===== config.mk =====
export PLATFORM = sky130hd
export DESIGN_NAME = ddr5_cmd_sequencer
export DESIGN_NICKNAME = d
export VERILOG_FILES = /design/src/rtl/ddr5_cmd_sequencer.sv
export SDC_FILE = /design/constraint.sdc
export NUM_CORES = 1
export LEC_CHECK = 0
export BUFFER_PORTS_ARGS = -buffer_cell sky130_fd_sc_hd__clkbuf_2
export CORE_MARGIN = 4
export CORE_UTILIZATION = 54
export CTS_CLUSTER_SIZE = 25
export DETAILED_ROUTE_END_ITERATION = 6
export PLACE_DENSITY = 0.9
export SLEW_MARGIN = 20
export SYNTH_ARGS = -nofsm -noshare
export SYNTH_HDL_FRONTEND = slang
export SYNTH_SLANG_ARGS = --single-unit

===== constraint.sdc =====
create_clock -name clk -period 6.2 [get_ports clk]
set_input_delay 1.24 -clock clk [delete_from_list [all_inputs] [get_ports clk]]
set_output_delay 1.24 -clock clk [all_outputs]
set_load 0.05 [all_outputs]

===== src/rtl/ddr5_cmd_sequencer.sv =====
// rtl/ddr5_cmd_sequencer.sv - closed-page DDR5 ACT/CAS/PRE command sequencer for a single request at a time
module ddr5_cmd_sequencer #(
    parameter int T_RCD   = 39,
    parameter int T_RAS   = 76,
    parameter int T_RTP   = 18,
    parameter int T_CWL   = 38,
    parameter int T_BURST = 8,
    parameter int T_WR    = 72,
    parameter int T_RP    = 39
) (
    input  logic        clk,
    input  logic        rst,
    input  logic        req_valid,
    output logic        req_ready,
    input  logic [3:0]  req_core,
    input  logic [2:0]  req_opn,
    input  logic [33:0] req_addr,
    output logic        cmd_valid,
    output logic [2:0]  cmd,
    output logic [2:0]  cmd_bg,
    output logic [1:0]  cmd_ba,
    output logic [17:0] cmd_row,
    output logic [9:0]  cmd_col,
    output logic        busy,
    output logic        bad_opn
);
    typedef enum logic [3:0] {
        S_IDLE, S_ACT0, S_ACT1, S_WAIT_RCD, S_CAS0, S_CAS1, S_WAIT_PRE, S_PRE, S_WAIT_RP
    } state_t;

    localparam int P_RD = (T_RAS > T_RCD + T_RTP) ? T_RAS : (T_RCD + T_RTP);
    localparam int P_WR = (T_RAS > T_RCD + T_CWL + T_BURST + T_WR) ? T_RAS
                                                                  : (T_RCD + T_CWL + T_BURST + T_WR);

    state_t      r_state;
    state_t      w_next;
    logic        r_phase;
    logic        r_in_rst;
    logic [7:0]  r_n;
    logic        r_wr;
    logic [3:0]  r_core;
    logic [2:0]  r_bg;
    logic [1:0]  r_ba;
    logic [17:0] r_row;
    logic [9:0]  r_col;
    logic        r_bad;

    logic        w_tick;
    logic        w_xfer;
    logic        w_legal;
    logic [7:0]  w_n_inc;
    logic [7:0]  w_pre_n;
    logic [7:0]  w_rp_end;
    logic        w_is_cas;

    assign w_tick    = r_phase;
    assign req_ready = (r_state == S_IDLE) && !r_in_rst;
    assign w_xfer    = req_valid && req_ready;
    assign w_legal   = (req_opn <= 3'd2);
    assign w_n_inc   = r_n + 8'd1;
    assign w_pre_n   = r_wr ? 8'(P_WR) : 8'(P_RD);
    // Leave WAIT_RP at the end of tick P+T_RP-1 so a waiting request can be
    // accepted on the half-tick and land ACT0 exactly on tick P+T_RP.
    assign w_rp_end  = w_pre_n + 8'(T_RP);
    assign busy      = (r_state != S_IDLE);
    assign bad_opn   = r_bad;

    always_comb begin
        w_next    = r_state;
        cmd_valid = 1'b0;
        cmd       = 3'd0;
        w_is_cas  = 1'b0;
        case (r_state)
            S_IDLE:     if (w_xfer && w_legal) w_next = S_ACT0;
            S_ACT0:     if (w_tick) begin
                            cmd_valid = 1'b1;
                            cmd       = 3'd1;
                            w_next    = S_ACT1;
                        end
            S_ACT1:     if (w_tick) begin
                            cmd_valid = 1'b1;
                            cmd       = 3'd2;
                            w_next    = (w_n_inc == 8'(T_RCD)) ? S_CAS0 : S_WAIT_RCD;
                        end
            S_WAIT_RCD: if (w_tick && (w_n_inc == 8'(T_RCD))) w_next = S_CAS0;
            S_CAS0:     if (w_tick) begin
                            cmd_valid = 1'b1;
                            cmd       = r_wr ? 3'd5 : 3'd3;
                            w_is_cas  = 1'b1;
                            w_next    = S_CAS1;
                        end
            S_CAS1:     if (w_tick) begin
                            cmd_valid = 1'b1;
                            cmd       = r_wr ? 3'd6 : 3'd4;
                            w_is_cas  = 1'b1;
                            w_next    = S_WAIT_PRE;
                        end
            S_WAIT_PRE: if (w_tick && (w_n_inc == w_pre_n)) w_next = S_PRE;
            S_PRE:      if (w_tick) begin
                            cmd_valid = 1'b1;
                            cmd       = 3'd7;
                            w_next    = (w_n_inc == w_rp_end) ? S_IDLE : S_WAIT_RP;
                        end
            S_WAIT_RP:  if (w_tick && (w_n_inc == w_rp_end)) w_next = S_IDLE;
            default:    w_next = S_IDLE;
        endcase
        cmd_bg  = cmd_valid ? r_bg  : 3'd0;
        cmd_ba  = cmd_valid ? r_ba  : 2'd0;
        cmd_row = cmd_valid ? r_row : 18'd0;
        cmd_col = w_is_cas  ? r_col : 10'd0;
    end

    always_ff @(posedge clk) begin
        if (rst) begin
            r_state  <= S_IDLE;
            r_phase  <= 1'b0;
            r_in_rst <= 1'b1;
            r_n      <= 8'd0;
            r_wr     <= 1'b0;
            r_core   <= 4'd0;
            r_bg     <= 3'd0;
            r_ba     <= 2'd0;
            r_row    <= 18'd0;
            r_col    <= 10'd0;
            r_bad    <= 1'b0;
        end else begin
            r_state  <= w_next;
            r_phase  <= ~r_phase;
            r_in_rst <= 1'b0;
            r_bad    <= w_xfer && !w_legal;
            if (r_state == S_IDLE) begin
                r_n <= 8'd0;
            end else if (w_tick) begin
                r_n <= w_n_inc;
            end
            if (w_xfer) begin
                r_wr   <= (req_opn == 3'd1);
                r_core <= req_core;
                r_bg   <= req_addr[9:7];
                r_ba   <= req_addr[11:10];
                r_row  <= req_addr[33:16];
                r_col  <= {req_addr[17:12], req_addr[5:2]};
            end
        end
    end
endmodule


==> metrics <==
status=complete, no violations; Compound-Gate Fraction of Synth Area=0.1763; pre-CTS setup slack=between 2 and 3 ns; count of input and output buffers=76; worst setup margin=2.682 ns; RePlAce Congestion=~0.8; # hold bufs at CTS=0; crit path DAT=about 2.3 ns; syn_nets=375; Pint=0.5407 mW; Seq pwr share=0.430; switching share of power=0.3779; initial antenna violation count=0; Sw Pwr=0.3285 mW; largest net degree at the start of global routing=43; critical path type=flip-flop to output port; Seq/Total Area, Yosys=0.3777; Reg-to-Reg Start=r_n[0]$_SDFFE_PP0P_; largest cells by area after synthesis=dfxtp_1 38%, nand2_1 11%, and2_1 8.3%, a21oi_1 7.6%, nor2_1 3.6%; Cells after DPL=between 400 and 500; most common library cell in the layout ignoring fill and taps=clkbuf_2; Setup Fix Bufs, Post-CTS=0; R2R Setup Slk=about 3.6 ns; area leader, netlist=dfxtp_1; Die W=approximately 76 um; DIE HEIGHT=75.92 um; largest family of logic cells by synthesized area=simple AND/OR/NAND/NOR gates; number of diodes=0; Worst Hold Class=flip-flop to flip-flop; CP Cell Sequence=nor2b_1, nand2_1, nor2_1, and2_1, clkbuf_2; master of the slowest instance on the critical path=dfxtp_1; Synth Area in Adders=0.01005; die area=approximately 5800 um2; Num Clock Sinks=47; drt wl/cell=14.23 um; H-tree level count=2; Rel. slew slack=0.4493; Tot Pwr=0.8692 mW; CTS Buf Count=5; Post-CTS Resized=0; Final nets=435; Comb power frac=0.318; Detailed Route Iter0 Violations=252; vias in the first global route=2418; Final Non-Filler Cells=441; cells after synthesis=between 300 and 400; synth warn=0; CTS tree=yes; Hold Startpoint=r_row[9]$_SDFFE_PP0P_; worst hold endpoint=r_row[9]$_SDFFE_PP0P_; Routed WL=6274 um; GRT overflow=0; Worst EP required=just under 5 ns; area share of the largest cell type after synthesis=0.3777; maximum clock frequency=between 200 and 300 MHz; Clock power frac=0.253; Max IR drop VDD=around 160 uV; crit start category=flip-flop; Leak=1.258 nW; final core occ=0.6681; RSZ-0062 raised after global routing=no; power per cell area=294.7 nW/um2; Setup Viol. Count Final=0; XOR/XNOR Fraction of Synth Area=0.04571; Slew @ Worst Pin=0.8261 ns; proportion of synthesized area in mux cells=0.008036; ANT nets after route=0; Period minus WS final=3.518 ns; number of synthesized flops with an enable pin=0; GRT Util Overall=0.2174; global-route wire length before repair=10700 um; CP max FO=13; Layout area overhead=18.38%; Setup Skew=0.007915 ns; fillers=374; DR pass1 iterations=4; IO Pins=84; number of remaining DRC errors=0; Yosys reg bits=47; syn_area_per_cell=7.572 um2; row cnt=24; worst skew pair latency=around 0.3 ns; hpwl dp=4320 um; vias per std cell=5.619; Worst R2R Path Depth=7; crit-path max cell delay=0.66 ns; proportion of layout cells with a drive suffix above 1=0.2288; Starting Density=0.5643; reg2reg end=r_state[2]$_SDFFE_PP0P_; Worst-path clk slew=0.08 ns; crit end category=output port; Pins Over Slew Limit=0; Post-Synth Simple-Gate Area=0.3290; ys async rst share=0; Final TNS setup=0 ns; Post-synth top flop=dfxtp_1; Final Hold Vio Count=0; core box area=about 4400 um2; post-synth cell types=52; via count=2478; most frequent cells in the layout=76 x clkbuf_2, 72 x nand2_1, 47 x dfxtp_1; Mapped Area=2491 um2; CTS Buffer Depth=2; CTS Root Cell=clkbuf_8; maxcap violations=0; Hold Path Stages=2; Tcrit/Tclk final=0.5674
==> worst max-delay path by stage <==
stage	startpoint	endpoint	slack (ns)	cells after the start
2_1_floorplan	r_state[1]$_SDFFE_PP0P_	cmd_row[10]	2.82	6
3_3_place_gp	r_phase$_SDFF_PP0_	cmd_col[0]	3.03	5
6_report	r_phase$_SDFF_PP0_	cmd_col[0]	2.68	5
3_5_place_dp	r_phase$_SDFF_PP0_	cmd_col[0]	2.99	5
5_1_grt	r_phase$_SDFF_PP0_	cmd_col[1]	2.48	5
4_1_cts	r_phase$_SDFF_PP0_	cmd_col[3]	2.63	5
==> kinds of logic (layout without fill, tap and decap cells) <==
kind of cell    after synthesis  after routing
compound gates               66             66
xor+xnor                     13             13
fa+ha+maj                     2              2
buf+inv                      32             92
flops                        47             47
mux                           2              2
simple gates                167            167
==> cells in the mapped netlist (3+ instances only) <==
cell / number
a21oi_1: 38
and2_1: 33
and3_1: 4
buf_1: 5
clkbuf_1: 17
dfxtp_1: 47
inv_1: 6
nand2_1: 72
nand2b_1: 3
nand3_1: 7
nand4_1: 3
nand4b_1: 4
nor2_1: 24
nor3_1: 4
nor4_1: 3
o21ai_0: 3
o21ai_1: 3
xnor2_1: 5
xor2_1: 8
==> area by class of cell <==
class	count	area, um2	area share
flip-flops and latches	47	940.9	0.3190
clock inverters	1	30.03	0.01018
repair buffers	78	395.4	0.1341
clock buffers	6	72.57	0.02461
multi-input cells	250	1419	0.4811
inverters	7	26.28	0.008910
well taps	52	65.06	0.02206
==> stage by stage <==
step | cell area, um2 | hold WS, ns
5_1_grt | 2949 | 0.4786
3_5_place_dp | 2845 | 0.4428
3_3_place_gp | 2845 | 0.4371
6_report | 2949 | 0.4541
4_1_cts | 2948 | 0.4543
2_1_floorplan | 2491 | 0.4317
==> registers in the layout (all words and copies together) (netlist names) <==
signal	count
r_row	18
r_col	8
r_n	8
r_state	4
r_bg	3
r_ba	2
bad_opn	1
r_in_rst	1
r_phase	1
r_wr	1
==> power groups by stage <==
stage	registers [mW]	logic, mW	clock network (mW)
CTS	0.373	0.275	0.222
finish	0.374	0.276	0.220
detailed placement	0.379	0.273	0
global placement	0.375	0.267	0
floorplan	0.356	0.230	0
global route	0.379	0.305	0.235
==> worst max-delay path: cells and delay by family (launching register included) <==
| kind | cells | cell delay [ns] |
|---|---|---|
| flip-flops | 1 | 0.66 |
| buffers and inverters | 1 | 0.28 |
| AND/OR/NAND/NOR | 4 | 1.05 |
==> layer usage <==
metal | GRT usage | share of wire | vias up | wire, um
li1 | - | - | 1221 | -
met1 | 0.2581 | 0.42 | 1166 | 2626
met2 | 0.3639 | 0.50 | 78 | 3115
met3 | 0.06635 | 0.066 | 13 | 412
met4 | 0.08363 | 0.019 | 0 | 119
met5 | 0 | 0 | - | 0
Note: power is estimated with default switching activity, not from simulation.
